<file path="config.mk">
export PLATFORM = sky130hd
export DESIGN_NAME = load_store_unit_flat
export DESIGN_NICKNAME = d
export VERILOG_FILES = /design/src/rtl/load_store_unit_if.sv /design/src/rtl/load_store_unit.sv /design/src/flat_wrapper.sv
export SDC_FILE = /design/constraint.sdc
export NUM_CORES = 1
export LEC_CHECK = 0
export ABC_AREA = 0
export BUFFER_PORTS_ARGS = -buffer_cell sky130_fd_sc_hd__buf_2
export CAP_MARGIN = 5
export CORE_MARGIN = 1
export CORE_UTILIZATION = 54
export CTS_BUF_LIST = sky130_fd_sc_hd__clkbuf_8
export CTS_CLUSTER_DIAMETER = 100
export CTS_CLUSTER_SIZE = 10
export DETAILED_ROUTE_END_ITERATION = 7
export PLACE_DENSITY_LB_ADDON = 0.15
export SYNTH_ARGS = -nofsm -noshare
export SYNTH_HDL_FRONTEND = slang
export SYNTH_SLANG_ARGS = --single-unit
</file>
<file path="constraint.sdc">
create_clock -name clk -period 2.6 [get_ports clk]
set_input_delay 0.52 -clock clk [delete_from_list [all_inputs] [get_ports clk]]
set_output_delay 0.52 -clock clk [all_outputs]
set_load 0.02 [all_outputs]
</file>
<file path="src/rtl/load_store_unit_if.sv">
// CPU request/response port and data-memory port of the load/store unit.
// The slave modport is the unit itself; the master side is the CPU plus the memory.
interface load_store_unit_if;
    logic        req_valid;
    logic        req_ready;
    logic        req_we;
    logic [1:0]  req_size;
    logic        req_unsigned;
    logic [31:0] req_addr;
    logic [31:0] req_wdata;
    logic        resp_valid;
    logic        resp_err;
    logic [31:0] resp_rdata;
    logic [31:0] mem_access_addr;
    logic [31:0] mem_write_data;
    logic        mem_write_en;
    logic        mem_read;
    logic [31:0] mem_read_data;

    modport master (
        output req_valid, req_we, req_size, req_unsigned, req_addr, req_wdata, mem_read_data,
        input  req_ready, resp_valid, resp_err, resp_rdata,
               mem_access_addr, mem_write_data, mem_write_en, mem_read
    );

    modport slave (
        input  req_valid, req_we, req_size, req_unsigned, req_addr, req_wdata, mem_read_data,
        output req_ready, resp_valid, resp_err, resp_rdata,
               mem_access_addr, mem_write_data, mem_write_en, mem_read
    );
endinterface

</file>
<file path="src/rtl/load_store_unit.sv">
// Converts byte/half/word loads and stores into word-wide memory accesses,
// using read-modify-write for sub-word stores and rejecting illegal requests.
module load_store_unit #(
    parameter logic [31:0] ADDR_LIMIT = 32'h0002_0000
) (
    input  logic                     clk,
    input  logic                     rst_n,
    load_store_unit_if.slave         bus
);

    typedef enum logic [2:0] {
        ST_IDLE = 3'd0,
        ST_RD   = 3'd1,
        ST_WR   = 3'd2,
        ST_RESP = 3'd3,
        ST_ERR  = 3'd4
    } state_t;

    state_t      state_r;
    logic [31:0] addr_r;
    logic [1:0]  size_r;
    logic        we_r;
    logic        uns_r;
    logic [31:0] wdata_r;
    logic        req_ready_r;
    logic        resp_valid_r;
    logic        resp_err_r;
    logic [31:0] resp_rdata_r;
    logic [31:0] mem_wdata_r;
    logic        mem_we_r;
    logic        mem_rd_r;
    logic        accept_s;
    logic        accept_err_s;

    function automatic logic request_error(input logic [1:0] size, input logic [31:0] addr);
        logic misaligned;
        case (size)
            2'b00:   misaligned = 1'b0;
            2'b01:   misaligned = addr[0];
            2'b10:   misaligned = (addr[1:0] != 2'b00);
            default: misaligned = 1'b1;
        endcase
        return misaligned | (addr >= ADDR_LIMIT);
    endfunction

    function automatic logic [31:0] load_extend(input logic [31:0] word, input logic [1:0] size,
                                                input logic [1:0] lane, input logic zext);
        logic [7:0]  byte_v;
        logic [15:0] half_v;
        logic [31:0] res;
        byte_v = 8'(word >> {lane, 3'b000});
        half_v = 16'(word >> {lane[1], 4'b0000});
        case (size)
            2'b00:   res = zext ? {24'd0, byte_v} : {{24{byte_v[7]}}, byte_v};
            2'b01:   res = zext ? {16'd0, half_v} : {{16{half_v[15]}}, half_v};
            default: res = word;
        endcase
        return res;
    endfunction

    // Replace the addressed lane of the old word; a word-size merge is a plain overwrite.
    function automatic logic [31:0] store_merge(input logic [31:0] word, input logic [1:0] size,
                                                input logic [1:0] lane, input logic [31:0] wdata);
        logic [31:0] mask;
        logic [31:0] ins;
        case (size)
            2'b00: begin
                mask = 32'h0000_00FF << {lane, 3'b000};
                ins  = {24'd0, wdata[7:0]} << {lane, 3'b000};
            end
            2'b01: begin
                mask = 32'h0000_FFFF << {lane[1], 4'b0000};
                ins  = {16'd0, wdata[15:0]} << {lane[1], 4'b0000};
            end
            default: begin
                mask = 32'hFFFF_FFFF;
                ins  = wdata;
            end
        endcase
        return (word & ~mask) | (ins & mask);
    endfunction

    // Request acceptance and legality of the offered request
    always_comb begin
        accept_s     = bus.req_valid & req_ready_r;
        accept_err_s = request_error(bus.req_size, bus.req_addr);
    end

    // Main control FSM with all outputs registered
    always_ff @(posedge clk or negedge rst_n) begin
        if (!rst_n) begin
            state_r      <= ST_IDLE;
            addr_r       <= 32'd0;
            size_r       <= 2'b00;
            we_r         <= 1'b0;
            uns_r        <= 1'b0;
            wdata_r      <= 32'd0;
            req_ready_r  <= 1'b1;
            resp_valid_r <= 1'b0;
            resp_err_r   <= 1'b0;
            resp_rdata_r <= 32'd0;
            mem_wdata_r  <= 32'd0;
            mem_we_r     <= 1'b0;
            mem_rd_r     <= 1'b0;
        end else begin
            case (state_r)
                ST_IDLE: begin
                    if (accept_s) begin
                        addr_r      <= bus.req_addr;
                        size_r      <= bus.req_size;
                        we_r        <= bus.req_we;
                        uns_r       <= bus.req_unsigned;
                        wdata_r     <= bus.req_wdata;
                        req_ready_r <= 1'b0;
                        if (accept_err_s) begin
                            state_r      <= ST_ERR;
                            resp_valid_r <= 1'b1;
                            resp_err_r   <= 1'b1;
                            resp_rdata_r <= 32'd0;
                        end else if (bus.req_we && (bus.req_size == 2'b10)) begin
                            state_r     <= ST_WR;
                            mem_we_r    <= 1'b1;
                            mem_wdata_r <= bus.req_wdata;
                        end else begin
                            state_r  <= ST_RD;
                            mem_rd_r <= 1'b1;
                        end
                    end
                end
                ST_RD: begin
                    mem_rd_r <= 1'b0;
                    if (we_r) begin
                        state_r     <= ST_WR;
                        mem_we_r    <= 1'b1;
                        mem_wdata_r <= store_merge(bus.mem_read_data, size_r, addr_r[1:0], wdata_r);
                    end else begin
                        state_r      <= ST_RESP;
                        resp_valid_r <= 1'b1;
                        resp_err_r   <= 1'b0;
                        resp_rdata_r <= load_extend(bus.mem_read_data, size_r, addr_r[1:0], uns_r);
                    end
                end
                ST_WR: begin
                    state_r      <= ST_RESP;
                    mem_we_r     <= 1'b0;
                    resp_valid_r <= 1'b1;
                    resp_err_r   <= 1'b0;
                    resp_rdata_r <= 32'd0;
                end
                ST_RESP, ST_ERR: begin
                    state_r      <= ST_IDLE;
                    resp_valid_r <= 1'b0;
                    req_ready_r  <= 1'b1;
                end
                default: begin
                    state_r      <= ST_IDLE;
                    resp_valid_r <= 1'b0;
                    req_ready_r  <= 1'b1;
                    mem_we_r     <= 1'b0;
                    mem_rd_r     <= 1'b0;
                end
            endcase
        end
    end

    assign bus.req_ready       = req_ready_r;
    assign bus.resp_valid      = resp_valid_r;
    assign bus.resp_err        = resp_err_r;
    assign bus.resp_rdata      = resp_rdata_r;
    assign bus.mem_access_addr = {addr_r[31:2], 2'b00};
    assign bus.mem_write_data  = mem_wdata_r;
    assign bus.mem_write_en    = mem_we_r;
    assign bus.mem_read        = mem_rd_r;

endmodule

</file>
<file path="src/flat_wrapper.sv">
// flat-port wrapper written by rule: the top's interface ports become plain ports
module load_store_unit_flat 
#(
    parameter logic [31:0] ADDR_LIMIT = 32'h0002_0000
)
  (clk, rst_n, bus_req_valid, bus_req_we, bus_req_size, bus_req_unsigned, bus_req_addr, bus_req_wdata, bus_mem_read_data, bus_req_ready, bus_resp_valid, bus_resp_err, bus_resp_rdata, bus_mem_access_addr, bus_mem_write_data, bus_mem_write_en, bus_mem_read);
  load_store_unit_if bus_i ();
  input  logic clk;
  input  logic rst_n;
  input wire logic [$bits(bus_i.req_valid)-1:0] bus_req_valid;
  input wire logic [$bits(bus_i.req_we)-1:0] bus_req_we;
  input wire logic [$bits(bus_i.req_size)-1:0] bus_req_size;
  input wire logic [$bits(bus_i.req_unsigned)-1:0] bus_req_unsigned;
  input wire logic [$bits(bus_i.req_addr)-1:0] bus_req_addr;
  input wire logic [$bits(bus_i.req_wdata)-1:0] bus_req_wdata;
  input wire logic [$bits(bus_i.mem_read_data)-1:0] bus_mem_read_data;
  output wire logic [$bits(bus_i.req_ready)-1:0] bus_req_ready;
  output wire logic [$bits(bus_i.resp_valid)-1:0] bus_resp_valid;
  output wire logic [$bits(bus_i.resp_err)-1:0] bus_resp_err;
  output wire logic [$bits(bus_i.resp_rdata)-1:0] bus_resp_rdata;
  output wire logic [$bits(bus_i.mem_access_addr)-1:0] bus_mem_access_addr;
  output wire logic [$bits(bus_i.mem_write_data)-1:0] bus_mem_write_data;
  output wire logic [$bits(bus_i.mem_write_en)-1:0] bus_mem_write_en;
  output wire logic [$bits(bus_i.mem_read)-1:0] bus_mem_read;
  assign bus_i.req_valid = bus_req_valid;
  assign bus_i.req_we = bus_req_we;
  assign bus_i.req_size = bus_req_size;
  assign bus_i.req_unsigned = bus_req_unsigned;
  assign bus_i.req_addr = bus_req_addr;
  assign bus_i.req_wdata = bus_req_wdata;
  assign bus_i.mem_read_data = bus_mem_read_data;
  assign bus_req_ready = bus_i.req_ready;
  assign bus_resp_valid = bus_i.resp_valid;
  assign bus_resp_err = bus_i.resp_err;
  assign bus_resp_rdata = bus_i.resp_rdata;
  assign bus_mem_access_addr = bus_i.mem_access_addr;
  assign bus_mem_write_data = bus_i.mem_write_data;
  assign bus_mem_write_en = bus_i.mem_write_en;
  assign bus_mem_read = bus_i.mem_read;
  load_store_unit #(.ADDR_LIMIT(ADDR_LIMIT)) u_core (.clk(clk), .rst_n(rst_n), .bus(bus_i));
endmodule
</file>
==> results.toml, run 1 <==
[timing]
final_hold_viol_count = 0
finalSetupViolations = 0
fin_crit_sh_pct = 85.1
max-slew-margin-rel_pct = 57.1
whs_ns = 0.0622
fin_skew_ns = 0.00955
fmax_ghz = 0.452
fin_tns_setup_ns = 0
drv_slew = 0
tightest_slew_ns = 0.643
fin_crit_ns = 2.21
rsz0062_at_grt = "no"

[route]
drc_errors = 0
avgViaCountPerCell = 5.85
wl_per_cell_microns = 19.3
drt-total-wl_mm = 19.2
drtPass1Iterations = 6
drtIter0Drc = 466
vias = 5813
postRouteAntennaNets = 0

[logic_synthesis]
yosys.area.top_type = "dfrtp_1"
synth_compound_area_share_pct = 17.4
yosysTopAreaCellShare_pct = 49.1
synth_cell_types = 54
synth_top_family_by_area = "compound AO/OA/AOI/OAI gates"
synth_area_leaders = "dfrtp_1 49%, mux2_2 16%, buf_4 3.4%"
ys_seq_area_share_pct = 49.4
synthTopCellsByCount = "139 x dfrtp_1, 98 x mux2_2, 43 x nand2_1"
synth_most_common_cell = "dfrtp_1"
syn_area_sq_um = 7090
synthSimpleGateAreaFrac_pct = 9.30
ys_warn_count = 0
synth_edf_count = 0
synthAdderAreaFrac_pct = 0
synth_cells = 642
ys.flop_type = "dfrtp_1"
synth_mux_area_share_pct = 17.4
syn_avg_cell_area_sq_um = 11.0
ys_seq_elements = 140
async_flop_share_pct = 100
synth_xor_area_share_pct = 0

[floorplan]
core_sq_um = 12700
io_pins = 204
initial_core_util_pct = 55.7
die_x_microns = 117
num_rows = 41
dieHeight_microns = 117
die-area_sq_um = 13600

[clocking]
cts-root-buf = "clkbuf_8"
numCtsBuffers = 17
path_clk_slew_ns = 0.07
post_cts_buffers = 0
cts-hold-fix-buffers = 0
cts.sinks = 140
cts_max_level = 4
clock_latency_ns = 0.46
cts_resized = 0
clk_path_buf_depth = 2
tritoncts = "yes"

[power]
p_sw_uw = 4950
power_frac_seq_pct = 34.0
p_sw_share_pct = 42.2
combPwrFrac_pct = 50.0
p_int_uw = 6790
vdd_drop_max_v = 0.000798
powerDensity_nw_per_um2 = 1370
p_leak_uw = 0.00411
clkPwrFrac_pct = 16.1

[worst_setup_path]
worstPathArrival_ns = 2.56
reg2reg_slack_ns = 0.39
critPathKind = "flop to flop"
critPathSlowestCell = "or2b_1"
path_cells = "or2b_1, nand2_1, a211oi_1, o21ai_0, mux2_2"
cp.required_ns = 2.95
critPathMaxFanout = 21
worstSetupStartpointType = "flop"
cp-end-kind = "flop"
reg2reg_depth = 5
crit_path_max_incr_delay_ns = 0.51

[status]
status = "finished clean"

[placement]
portBuffers = 201
dpl.hpwl_mm = 14.0
gp_congestion = 0.939

[global_routing]
grt_overflow = 0
antenna_found_initial = 0
grt_util_met2_pct = 43.4
grt_pass1_vias = 5429
met3_usage_pct = 5.76
grt_pass1_wl_mm = 28.9
grt_usage_pct = 28.8
grt.busiest_layer = "met2"
grt_max_degree = 68
met1_usage_pct = 40.4

[cells_and_area]
n_fill_cell = 1051
drive_above_1_share_pct = 45.1
fin_nets = 911
area_delta_synth_final_pct = 20.5
utilization_pct = 67.1

[run]
drv_cap = 0

[worst_hold_path]
hp-class = "input pin to asynchronous set/reset pin"
==> metal layers <==
layer / part of all wire (%) / routed length [microns] / up-vias
met5: 0 / 0 / -
met3: 8.0 / 1540 / 43
met4: 2.8 / 545 / 0
li1: - / - / 2639
met2: 45 / 8650 / 313
met1: 44 / 8420 / 2818
==> worst paths after layout <==
kind	startpoint	to
max reg2reg	u_core.size_r[0]	u_core.bus.mem_write_data[17]
min	rst_n	u_core.bus.resp_rdata[24]
max	u_core.size_r[0]	u_core.bus.mem_write_data[17]
min reg2reg	u_core.bus.resp_rdata[15]	u_core.bus.resp_rdata[15]
min in group clk	bus_req_addr[4]	u_core.addr_r[4]
max in group asynchronous	rst_n	u_core.bus.req_ready
==> through the flow <==
stage          setup slack (ns)  power (uW)  std cells  area [sq um]
4_1_cts                   0.428       11700        992          8540
2_1_floorplan             0.637        8260        643          7090
5_1_grt                   0.214       12400        992          8540
3_3_place_gp              0.427        9630        961          8120
3_5_place_dp              0.374        9840        961          8120
6_report                  0.386       11700        993          8540
==> cell type report <==
type / count / area, sq um / area share, %
diodes: 1 / 2.50 / 0.0293
clock buffers: 18 / 248 / 2.90
clock inverters: 13 / 174 / 2.04
inverters: 4 / 15.0 / 0.176
multi-input cells: 423 / 3150 / 36.9
flip-flops and latches: 140 / 3500 / 41.0
well taps: 172 / 215 / 2.52
repair buffers: 222 / 1230 / 14.4
==> cells by family after synthesis <==
| logic type | after synthesis |
|---|---|
| flops | 140 |
| buf+inv | 80 |
| compound gates | 180 |
| other cells | 1 |
| simple gates | 130 |
| mux | 111 |
==> registers in the layout, summed over array words and instances (netlist names) <==
name / count
u_core.bus.mem_read: 1
u_core.bus.mem_write_data: 32
u_core.bus.resp_rdata: 32
u_core.we_r: 1
u_core.size_r: 2
u_core.addr_r: 32
u_core.wdata_r: 32
u_core.state_r: 3
u_core.bus.resp_valid: 1
u_core.bus.resp_err: 1
u_core.bus.req_ready: 1
u_core.uns_r: 1
u_core.bus.mem_write_en: 1
==> power by group through the flow <==
| stage | Clock [uW] | Sequential (uW) | Combinational, uW |
|---|---|---|---|
| floorplan | 0 | 4370 | 3890 |
| detailed placement | 0 | 4000 | 5840 |
| global placement | 0 | 3940 | 5680 |
| finish | 1880 | 3990 | 5870 |
| global route | 1990 | 4110 | 6350 |
| CTS | 1910 | 3970 | 5860 |
==> critical path, delay by kind of cell (launching register included) <==
kind / cells / cell delay, ns
mux: 1 / 0.27
compound gates: 2 / 0.52
flops: 1 / 0.49
simple gates: 2 / 0.82
==> layout by cell type, fill, tap and decap left out, types with 3 or more instances in the layout <==
cell type | netlist | layout
a21o_1 | 6 | 6
o21ai_0 | 41 | 41
a211oi_1 | 9 | 9
a22oi_1 | 8 | 8
a22o_2 | 8 | 8
o211ai_1 | 8 | 8
nor3_1 | 4 | 4
buf_4 | 32 | 16
o21ai_1 | 4 | 4
clkbuf_8 | 0 | 18
o22ai_1 | 9 | 9
a221o_1 | 4 | 4
nand2b_1 | 18 | 18
a31oi_1 | 8 | 8
mux2i_1 | 12 | 12
bufinv_16 | 0 | 4
and3_1 | 8 | 8
a21oi_1 | 33 | 33
clkinv_2 | 0 | 6
buf_12 | 0 | 5
nor4_1 | 3 | 3
nor2_1 | 24 | 24
and2_1 | 4 | 4
o21a_1 | 9 | 9
buf_2 | 18 | 200
nand3_1 | 5 | 5
o2bb2ai_1 | 3 | 3
a22o_1 | 19 | 19
mux2_2 | 98 | 98
dfrtp_1 | 139 | 139
nor2b_1 | 11 | 11
nand2_1 | 43 | 43
a222oi_1 | 3 | 3
Power figures use the tool's default switching activity.
==> inputs of run 2 (changes only) <==
Settings changed: CORE_MARGIN 1 to 2.
==> run 2 against run 1 <==
Global-route usage shrank 1.2 points; clock power is 4% higher; die area is 3.5% higher; register-to-register slack about the same.
==> results.toml, run 2 (synthesis results as in run 1) <==
[status]
status = "finished clean"

[global_routing]
grt_pass1_wl_mm = 30.0
grt_pass1_vias = 5570
grt_usage_pct = 27.6
antenna_found_initial = 2
grt_max_degree = 67
grt_overflow = 0

[route]
wl_per_cell_microns = 19.3
vias = 5761
avgViaCountPerCell = 5.79
drtIter0Drc = 537
drc_errors = 0
postRouteAntennaNets = 0
drtPass1Iterations = 5
drt-total-wl_mm = 19.2

[cells_and_area]
multi_input_area_sq_um = 3150
area_delta_synth_final_pct = 21.1
final_cells = 995
n_fill_cell = 1043
fin_nets = 911
final_cell_mix = "200 x buf_2, 139 x dfrtp_1, 98 x mux2_2, 43 x nand2_1, 41 x o21ai_0"
drive_above_1_share_pct = 45.2
seqCellArea_sq_um = 3500
final_common_cell = "buf_2"

[run]
drv_cap = 0

[timing]
fmax_ghz = 0.449
finalSetupViolations = 0
tightest_slew_ns = 0.648
drv_slew = 0
fin_skew_ns = 0.00906
fin_crit_sh_pct = 85.7
max-slew-margin-rel_pct = 56.8
final_hold_viol_count = 0
fin_crit_ns = 2.23
fin_tns_setup_ns = 0
rsz0062_at_grt = "no"

[floorplan]
die_x_microns = 119
io_pins = 204
num_rows = 41
dieHeight_microns = 119
initial_core_util_pct = 55.7
die-area_sq_um = 14100
core_sq_um = 12700

[clocking]
cts-root-buf = "clkbuf_8"
cts-hold-fix-buffers = 0
clk_path_buf_depth = 2
cts_max_level = 4
numCtsBuffers = 17
cts.sinks = 140
tritoncts = "yes"
clock_latency_ns = 0.45
cts_resized = 0
path_clk_slew_ns = 0.08
post_cts_buffers = 0

[power]
p_int_uw = 6860
combPwrFrac_pct = 49.7
clkPwrFrac_pct = 16.6
p_leak_uw = 0.00412
power_frac_seq_pct = 33.8
vdd_drop_max_v = 0.000766
p_sw_uw = 4990
powerDensity_nw_per_um2 = 1380
p_sw_share_pct = 42.1

[worst_setup_path]
cp-endpoint = "u_core.bus.mem_write_data[12]"
worstSetupStartpointType = "flop"
critPathKind = "flop to flop"
cp.required_ns = 2.94
setup.worst_path.start = "u_core.state_r[1]"
r2r-end = "u_core.bus.mem_write_data[12]"
cp-end-kind = "flop"
reg2reg_slack_ns = 0.37
worstPathArrival_ns = 2.56
reg2reg_depth = 5
critPathMaxFanout = 33
timing.rr.start = "u_core.state_r[1]"

[placement]
portBuffers = 201
dp.cells = 961
dpl.hpwl_mm = 14.1
gp_congestion = 0.922

[worst_hold_path]
hp-class = "input pin to asynchronous set/reset pin"
## run 2: changes by cell type in the layout (fill, tap and decap cells not counted), sizes merged
cell    previous run  this run
clkinv             9         7
inv                2         4
clkbuf            18        19
diode              1         2
## run 2: worst min path at each step
stage	start	to	slack, ns	cells past startpoint
floorplan	rst_n	u_core.addr_r[0]	0.22	0
global placement	u_core.bus.resp_rdata[7]	u_core.bus.resp_rdata[7]	0.46	1
detailed placement	u_core.bus.mem_write_en	u_core.bus.mem_write_en	0.46	2
CTS	rst_n	u_core.bus.resp_rdata[24]	0.07	1
global route	rst_n	u_core.bus.resp_rdata[24]	0.09	1
finish	rst_n	u_core.bus.resp_rdata[24]	0.06	1
## run 2: per-layer routing
layer  share of wire [%]  GRT usage (%)  wire length, microns  vias up
li1                    -              -                     -     2642
met1                  45           38.8                  8600     2795
met2                  45           40.4                  8670      295
met3                 8.3           7.38                  1590       29
met4                 1.9           11.9                   359        0
met5                   0              0                     0        -
## run 2: power by group through the flow
stage | Sequential, uW | Clock [uW] | Combinational, uW
global placement | 3940 | 0 | 5720
finish | 4000 | 1960 | 5890
detailed placement | 4010 | 0 | 5860
CTS | 3980 | 2000 | 5870
global route | 4130 | 2100 | 6340
floorplan | 4370 | 0 | 3890
## run 2: final cells by class
cell class | count | share of cell area, %
repair buffers | 222 | 14.5
clock buffers | 19 | 3.05
clock inverters | 13 | 2.20
multi-input cells | 423 | 36.7
flip-flops and latches | 140 | 40.8
diodes | 2 | 0.0583
well taps | 172 | 2.51
inverters | 4 | 0.175
## run 2: through the flow
| stage | total power (uW) | utilization, % | hold WS (ns) | setup slack (ns) | cell area, sq um |
|---|---|---|---|---|---|
| floorplan | 8260 | - | 0.224 | 0.637 | 7090 |
| global placement | 9660 | 63.9 | 0.455 | 0.427 | 8130 |
| detailed placement | 9860 | 63.9 | 0.459 | 0.323 | 8130 |
| CTS | 11900 | 67.4 | 0.0749 | 0.358 | 8580 |
| global route | 12600 | 67.5 | 0.0883 | 0.271 | 8580 |
| finish | 11900 | 67.5 | 0.0600 | 0.372 | 8580 |
## run 2: critical path: stages (launching register included)
cell and delay, ns:
dfrtp_1 0.49, or2_1 0.38, nor3_4 0.47, a32oi_2 0.21, buf_12 0.21, mux2_1 0.32
